--- src/rtl/parity_frame_tx_if.sv ---
// Handshake and serial-line bundle between an upstream parity encoder and the frame transmitter.
interface parity_frame_tx_if #(
  parameter int DATA_WIDTH = 8
);
  logic [DATA_WIDTH-1:0] data_in;
  logic                  parity_in;
  logic                  in_valid;
  logic                  in_ready;
  logic                  tx_out;
  logic                  busy;
  logic                  frame_done;
  logic                  parity_err;

  modport master (
    output data_in, parity_in, in_valid,
    input  in_ready, tx_out, busy, frame_done, parity_err
  );

  modport slave (
    input  data_in, parity_in, in_valid,
    output in_ready, tx_out, busy, frame_done, parity_err
  );
endinterface

--- src/rtl/parity_frame_tx.sv ---
// Serial framer: start, DATA_WIDTH data bits LSB first, supplied parity bit, stop; re-checks parity at accept.
// state  | meaning
// IDLE   | line high, ready for a word
// START  | start bit (low)
// DATA   | data bits, shift register LSB on the line
// PARITY | latched parity bit as supplied
// STOP   | stop bit (high), frame_done follows
module parity_frame_tx #(
  parameter int DATA_WIDTH   = 8,
  parameter int CLKS_PER_BIT = 4
) (
  input logic              clk,
  input logic              rst,
  parity_frame_tx_if.slave bus
);

  localparam int CNT_W = (CLKS_PER_BIT > 1) ? $clog2(CLKS_PER_BIT) : 1;
  localparam int IDX_W = (DATA_WIDTH > 1) ? $clog2(DATA_WIDTH) : 1;
  localparam logic [CNT_W-1:0] CNT_LAST = CNT_W'(CLKS_PER_BIT - 1);
  localparam logic [IDX_W-1:0] IDX_LAST = IDX_W'(DATA_WIDTH - 1);

  typedef enum logic [2:0] {IDLE, START, DATA, PARITY, STOP} state_t;

  state_t                state, state_n;
  logic [CNT_W-1:0]      cnt, cnt_n;
  logic [IDX_W-1:0]      bit_idx, bit_idx_n;
  logic [DATA_WIDTH-1:0] shift_reg, shift_n;
  logic                  par_q, par_n;
  logic                  tx_q, tx_n;
  logic                  done_q, done_n;
  logic                  perr_q, perr_n;
  logic                  cnt_last;

  assign cnt_last       = (cnt == CNT_LAST);
  assign bus.in_ready   = (state == IDLE) && !rst;
  assign bus.busy       = (state != IDLE);
  assign bus.tx_out     = tx_q;
  assign bus.frame_done = done_q;
  assign bus.parity_err = perr_q;

  always_ff @(posedge clk) begin
    if (rst) begin
      state     <= IDLE;
      cnt       <= '0;
      bit_idx   <= '0;
      shift_reg <= '0;
      par_q     <= 1'b0;
      tx_q      <= 1'b1;
      done_q    <= 1'b0;
      perr_q    <= 1'b0;
    end else begin
      state     <= state_n;
      cnt       <= cnt_n;
      bit_idx   <= bit_idx_n;
      shift_reg <= shift_n;
      par_q     <= par_n;
      tx_q      <= tx_n;
      done_q    <= done_n;
      perr_q    <= perr_n;
    end
  end

  // tx_n is the line value for the cycle after this edge, so the line is a pure register.
  always_comb begin
    state_n   = state;
    cnt_n     = cnt;
    bit_idx_n = bit_idx;
    shift_n   = shift_reg;
    par_n     = par_q;
    tx_n      = 1'b1;
    done_n    = 1'b0;
    perr_n    = 1'b0;

    unique case (state)
      IDLE: begin
        if (bus.in_valid && bus.in_ready) begin
          state_n = START;
          cnt_n   = '0;
          shift_n = bus.data_in;
          par_n   = bus.parity_in;
          perr_n  = (bus.parity_in != ~^bus.data_in);
          tx_n    = 1'b0;
        end
      end
      START: begin
        if (cnt_last) begin
          state_n   = DATA;
          cnt_n     = '0;
          bit_idx_n = '0;
          tx_n      = shift_reg[0];
        end else begin
          cnt_n = cnt + 1'b1;
          tx_n  = 1'b0;
        end
      end
      DATA: begin
        if (cnt_last) begin
          cnt_n   = '0;
          shift_n = shift_reg >> 1;
          if (bit_idx == IDX_LAST) begin
            state_n = PARITY;
            tx_n    = par_q;
          end else begin
            bit_idx_n = bit_idx + 1'b1;
            tx_n      = shift_n[0];
          end
        end else begin
          cnt_n = cnt + 1'b1;
          tx_n  = shift_reg[0];
        end
      end
      PARITY: begin
        if (cnt_last) begin
          state_n = STOP;
          cnt_n   = '0;
          tx_n    = 1'b1;
        end else begin
          cnt_n = cnt + 1'b1;
          tx_n  = par_q;
        end
      end
      STOP: begin
        tx_n = 1'b1;
        if (cnt_last) begin
          state_n = IDLE;
          cnt_n   = '0;
          done_n  = 1'b1;
        end else begin
          cnt_n = cnt + 1'b1;
        end
      end
      default: begin
        state_n = IDLE;
      end
    endcase
  end

endmodule

--- src/flat_wrapper.sv ---
// flat-port wrapper written by rule: the top's interface ports become plain ports
module parity_frame_tx_flat 
#(
  parameter int DATA_WIDTH   = 8,
  parameter int CLKS_PER_BIT = 4
)
  (clk, rst, bus_data_in, bus_parity_in, bus_in_valid, bus_in_ready, bus_tx_out, bus_busy, bus_frame_done, bus_parity_err);
  parity_frame_tx_if #(.DATA_WIDTH(DATA_WIDTH)) bus_i ();
  input logic clk;
  input logic rst;
  input wire logic [$bits(bus_i.data_in)-1:0] bus_data_in;
  input wire logic [$bits(bus_i.parity_in)-1:0] bus_parity_in;
  input wire logic [$bits(bus_i.in_valid)-1:0] bus_in_valid;
  output wire logic [$bits(bus_i.in_ready)-1:0] bus_in_ready;
  output wire logic [$bits(bus_i.tx_out)-1:0] bus_tx_out;
  output wire logic [$bits(bus_i.busy)-1:0] bus_busy;
  output wire logic [$bits(bus_i.frame_done)-1:0] bus_frame_done;
  output wire logic [$bits(bus_i.parity_err)-1:0] bus_parity_err;
  assign bus_i.data_in = bus_data_in;
  assign bus_i.parity_in = bus_parity_in;
  assign bus_i.in_valid = bus_in_valid;
  assign bus_in_ready = bus_i.in_ready;
  assign bus_tx_out = bus_i.tx_out;
  assign bus_busy = bus_i.busy;
  assign bus_frame_done = bus_i.frame_done;
  assign bus_parity_err = bus_i.parity_err;
  parity_frame_tx #(.DATA_WIDTH(DATA_WIDTH), .CLKS_PER_BIT(CLKS_PER_BIT)) u_core (.clk(clk), .rst(rst), .bus(bus_i));
endmodule
--- config.mk ---
export PLATFORM = sky130hd
export DESIGN_NAME = parity_frame_tx_flat
export DESIGN_NICKNAME = d
export VERILOG_FILES = /design/src/rtl/parity_frame_tx_if.sv /design/src/rtl/parity_frame_tx.sv /design/src/flat_wrapper.sv
export SDC_FILE = /design/constraint.sdc
export NUM_CORES = 1
export LEC_CHECK = 0
export ABC_AREA = 1
export BUFFER_PORTS_ARGS = -buffer_cell sky130_fd_sc_hd__buf_2
export CAP_MARGIN = 20
export CORE_MARGIN = 2
export CORE_UTILIZATION = 40
export CTS_BUF_LIST = sky130_fd_sc_hd__clkbuf_4 sky130_fd_sc_hd__clkbuf_8
export DETAILED_ROUTE_END_ITERATION = 8
export PLACE_DENSITY_LB_ADDON = 0.12
export SKIP_LAST_GASP = 1
export SYNTH_ARGS = -nofsm -noshare
export SYNTH_HDL_FRONTEND = slang
export SYNTH_SLANG_ARGS = --single-unit
--- constraint.sdc ---
create_clock -name clk -period 1.44 [get_ports clk]
set_clock_uncertainty 0.2 [all_clocks]
set_input_delay 0.216 -clock clk [delete_from_list [all_inputs] [get_ports clk]]
set_output_delay 0.216 -clock clk [all_outputs]
set_load 0.01 [all_outputs]
Word level (Yosys, flattened, before mapping)
Cells that the tools add are included.
W data, S select, Z words.

word-level totals
  memory bits (read-only) = 0
  logic and storage cells = 67
  memory bits (writable) = 0
  latch bits = 0
  register bits = 20
  memories = 0

operators by class
  magnitude comparators = 0
  add/subtract/negate cells = 2
  shift operators = 0
  reduce and logical (&&, ||, !) cells = 17
  eq/ne operators = 14
  bitwise operators = 3
  $mul = 0
  div/mod/pow operators = 0
  mux-type cells = 23

operator list
  operator               number
  $mux W3                8
  $mux W8                2
  $pmux W8 S2            1
  $pmux W3 S5            1
  $ne A2 B1 Y1 const B   5
  $reduce_xnor A8 Y1     1
  $eq A3 B2 Y1 const B   2
  $eq A3 B3 Y1 const B   2
  $mux W1                6
  $pmux W3 S2            1
  $reduce_and A6 Y1      1
  $reduce_bool A2 Y1     3
  $mux W2                2
  $ne A2 B2 Y1 const B   2
  $pmux W1 S4            1
  $pmux W2 S2            1
  $reduce_and A2 Y1      2
  $reduce_and A4 Y1      1
  $reduce_or A4 Y1       1
  $add A3 B1 Y3 const B  1
  $eq A3 B1 Y1 const B   1
  $logic_not A3 Y1       1
  $not A1 Y1             3
  $reduce_and A3 Y1      1
  other kinds (8)        9

Logic depth before layout (Yosys ltp)
  word-level depth = 5
  gate-level depth with buffers = 9
  depth with buffers taken out = 8

Least setup slack after synthesis
OpenSTA, ideal clock, no wires.

  kind = register -> register
  from = register u_core.state[2]
  to = register u_core.shift_reg[0]
  period minus slack after synthesis = 1431 ps
  arrival = 1119 ps
  stages on the path, launching flop included = 10
  path slack = 9 ps
  data required time = 1127 ps
  cell sequence = dfxtp_1 inv_1 nand2_1 nor2_1 nand2_2 nand3_4 buf_6 nand2_1 nand2_1 nor2_1

on the way
  longest elaborated chain between the ends = 5

ends and longest elaborated chain
  what                                RTL line                                      text
  start, declared                     parity_frame_tx.sv:24                         state_t state, state_n;
  start signal, assigned              parity_frame_tx.sv:52                         state <= state_n;
  $logic_not A3 Y1                    parity_frame_tx.sv:35, parity_frame_tx.sv:74
  $logic_and A1 B1 Y1                 parity_frame_tx.sv:35                         assign bus.in_ready = (state == IDLE) && !rst;
  $logic_and A1 B1 Y1                 parity_frame_tx.sv:76                         if (bus.in_valid && bus.in_ready) begin
  $ne A2 B2 Y1 (no source line)       --
  $reduce_and A3 Y1 (no source line)  --
  end signal, assigned                parity_frame_tx.sv:55                         shift_reg <= shift_n;
  end, declared                       parity_frame_tx.sv:27                         logic [DATA_WIDTH-1:0] shift_reg, shift_n;

Several ways; a longest one is shown, not always the timed one.
A chain may end at the register's enable or synchronous reset.

Worst setup path after layout
  from = register u_core.state[0]
  to = output port bus_in_ready

on the way
  longest elaborated chain between the ends = 2

ends and longest elaborated chain
  what                 RTL line               text
  $logic_not A3 Y1     parity_frame_tx.sv:35
  $logic_and A1 B1 Y1  parity_frame_tx.sv:35
  end, declared        flat_wrapper.sv:14     output wire logic [$bits(bus_i.in_ready)-1:0] bus_in_ready;

No other way between the ends.

==> results <==
- The per-instance average area after synthesis is 6.269 um^2.
- The most common library cell in the layout ignoring fill and taps is sky130_fd_sc_hd__nand2_1.
- The synthesized netlist devotes 9.300% of its cell area to compound gates.
- The leakage component of the power is 0.0008369 uW.
- STA classifies the critical path startpoint as a flop.
- The number of cells produced by synthesis is ~190.
- The diode insertion count for antenna repair is 0.
- The final count of hold timing violations came to 0.
- The number of placement rows is 19.
- The number of global-route vias before repair came to about 1,200.
- For this run, the number of Yosys warnings is 0.
- The worst setup slack after layout is -0.1233 ns.
- The final reports fail on DRC, setup timing.
- The number of detailed-route iterations in the first pass is 8.
- The total global-route track usage is between 15 and 20%.
- The adder and majority gate portion of the synthesized area is approximately 3.1%.
- The worst pin sits at a relative slew slack of 86.22%.
- The count of input and output buffers is 16.
- The class of the worst hold path is input port to flop.
- The clock tree from TritonCTS is yes.
- At the pin with the least slew margin, the transition time is 0.2065 ns.
- The number of nets in the layout is about 250.
- The final cycle utilization of the critical path is 108.6%.
- The worst vdd rail ir drop is 0.9360 mV.
- The total count of max-transition violations in the final report was 0.
- The portion of synthesized area spent on multiplexers is 0%.
- Wires add up to 3162 um.
- The total overflow left after global routing is 0.
- The library cells used most frequently in the layout, excluding fill and tap cells, are sky130_fd_sc_hd__nand2_1 (54), sky130_fd_sc_hd__nor2_1 (25), sky130_fd_sc_hd__buf_4 (25).
- Dividing the detail-routed wire length by the instance count gives 11.93 um.
- The number of flip-flops in the largest register is 8.
- Of all nets on the critical path, the largest fanout is 3.
- The final setup violation count is 19.
- The worst setup path is of the flop to primary output kind.
- The initial antenna violation count came to 0.
- Setup repair after global routing could not meet its margin everywhere.
- Using the TritonRoute via totals, the vias-per-cell ratio works out to 4.974.
- The worst-case reg-to-reg path depth is 9.
- The die extent in x is 58.71 um.
- The congestion estimate from routability-driven global placement came to about 0.93.
- The achievable frequency is 639.7 MHz.
- The fraction of layout instances using a drive strength above 1 is 36.75%.
- The post-synthesis xor/xnor area fraction is under 10%.
- The minimum setup slack among reg-to-reg paths is -0.10 ns.
- 17 I/O pins were placed.
- The combinational family with the most area after synthesis is simple AND/OR/NAND/NOR gates.
- In this run, CTS created clock tree buffers numbering 3.
- The required time at the worst-slack endpoint is 1.02 ns.
- The endpoint arrival time on the critical path is 1.15 ns.
- The sum of negative setup slack is -1.085 ns.
- For this block, the initial DRC count from the detailed router was 71.
- The launch point of the worst reg-to-reg path is u_core.state[2].
- The detail route stage leaves a number of antenna-violating nets equal to 0.
- The detailed-placement wirelength estimate is roughly 2200 um.
- The final cell utilization of the core is 59.63%.
- The largest net degree at the start of global routing is 13.
- Counting I/O delays and the setup requirement, the final critical path takes 1.563 ns.
- The pre-CTS worst setup slack is -0.06975 ns.
- The number of different library cells used by synthesis comes to 23.
- The power per standard cell area is around 1600 nW/um^2.
- The detailed router placed 1,318 vias in this run.
- In the routed design, unresolved DRC markers number 4.
- The count of filler cells inserted in the layout is 267.
- The CTS root buffer is sky130_fd_sc_hd__clkbuf_4.
- In this run the cell area of the synthesized design comes to between 1000 and 1500 um^2.
- The critical path endpoint is bus_in_ready.
- In this run the number of H-tree levels came out at 1.
- Clock-pin slew was measured on the worst setup and hold paths at 0.12 ns.
- The core area is 2805 um^2.
- The clock passes through at most 2 buffers.
- The slowest stage of the critical path is the sky130_fd_sc_hd__dfxtp_4 cell.
- The share of the Yosys chip area taken by registers is 33.44%.
- Counting flops and latches in the post-synthesis netlist gives 20.
- STA classifies the critical path endpoint as a primary output.
- In this run the vertical extent of the chip is 58.71 um.
- In this run, post-CTS hold repair placed 0 buffers.
- From synthesis to final layout, the design area changed by 39.71%.
- The insertion delay to the later sink of the worst-skew pair is 0.30 ns.
- The worst stage delay on the critical path is 0.37 ns.
- The first global-routing pass estimated between 5000 and 6000 um of wire.
- The most critical setup path has its startpoint at u_core.state[0].
- The synthesized netlist net count is 206.
- The reg-to-reg endpoint is u_core.shift_reg[5].
- The flow ran to the end, but the final reports show violations.
- The synthesized-area fraction occupied by and/or/nand/nor cells is between 40% and 50%.
- The clock net in this run drives a total of 20 sinks.
- The initial utilization of the core area, before any placement, comes to 42.69%.
- The count of max-cap constraint violations is 0.
- The critical path goes through inv_2 > nand2_2 > nor2_2 > inv_1 > nor2_1 > buf_2.
- The area of the die is approximately 3400 um^2.
-- layout make-up --
type                    count  area [um^2]  share of cell area [%]
multi-input cells         142        804.5                   48.09
well taps                  31        38.79                   2.319
flip-flops and latches     20        414.1                   24.76
inverters                  26        102.6                   6.133
clock buffers               3        22.52                   1.346
repair buffers             43        290.3                   17.35
-- synth_stat cells, drive strengths merged --
library cell,count,area (um^2)
nor3,1,5.000
ha,3,37.54
buf,4,38.78
or2,1,6.260
inv,26,97.60
xor2,1,8.760
nand3,13,82.58
dfxtp,20,400.4
o211ai,1,7.510
nor2,32,127.6
nand2,67,266.5
o21ai,12,60.06
a21oi,8,43.79
nand4,1,6.260
xnor2,1,8.760
-- timing repair --
item,in CTS,in global routing
gates cloned,1,0
pin swaps,6,11
resized for setup,28,23
setup endpoints to repair,19,21
setup buffers,8,2
-- layer usage --
layer  vias up  GRT usage (%)  share of wire, %
li1        676              -                 -
met1       591          25.48                44
met2        45          31.78                48
met3         6          2.418               6.4
met4         0          9.091               1.5
met5         -              0                 0
-- power by group --
part           switching (uW)  internal, uW  total [uW]  leakage, uW
combinational             935           711        1650     0.000656
clock                     162          97.2         259    0.0000138
sequential               72.7           701         774     0.000167
total                    1170          1510        2680     0.000837
-- worst max-delay path: cells and delay by family, from the launching register on --
family	cells	cell delay, ns
DFF	1	0.37
buffers and inverters	3	0.25
and+or+nand+nor	3	0.23
-- kinds of logic (layout without fill, tap and decap cells) --
family                     Yosys count  in the layout
AOI/OAI and AO/OA                   21             21
xor gates and xnor gates             2              2
adders and majority gates            3              3
buffers and inverters               30             72
DFF                                 20             20
and+or+nand+nor                    115            116
-- metrics by stage --
step / cell area (um^2) / power [uW] / hold slack, ns / instances
final: 1673 / 2678 / 0.03519 / 265
after global routing: 1673 / 2905 / 0.05023 / 265
after CTS: 1570 / 2479 / 0.02965 / 263
after detailed placement: 1405 / 1900 / 0.2607 / 251
after global placement: 1405 / 1875 / 0.2503 / 251
after floorplan: 1197 / 1579 / 0.1925 / 191
-- worst min-delay path by stage --
stage / start / endpoint / slack [ns] / cells after the start
CTS: bus_data_in[7] / u_core.shift_reg[7] / 0.03 / 3
detailed placement: u_core.shift_reg[7] / u_core.shift_reg[7] / 0.26 / 2
global placement: u_core.cnt[1] / u_core.cnt[1] / 0.25 / 2
floorplan: bus_data_in[7] / u_core.shift_reg[7] / 0.19 / 2
finish: bus_parity_in / u_core.par_q / 0.04 / 3
global route: bus_data_in[7] / u_core.shift_reg[7] / 0.05 / 3
Note: power is estimated with default switching activity, not from simulation.
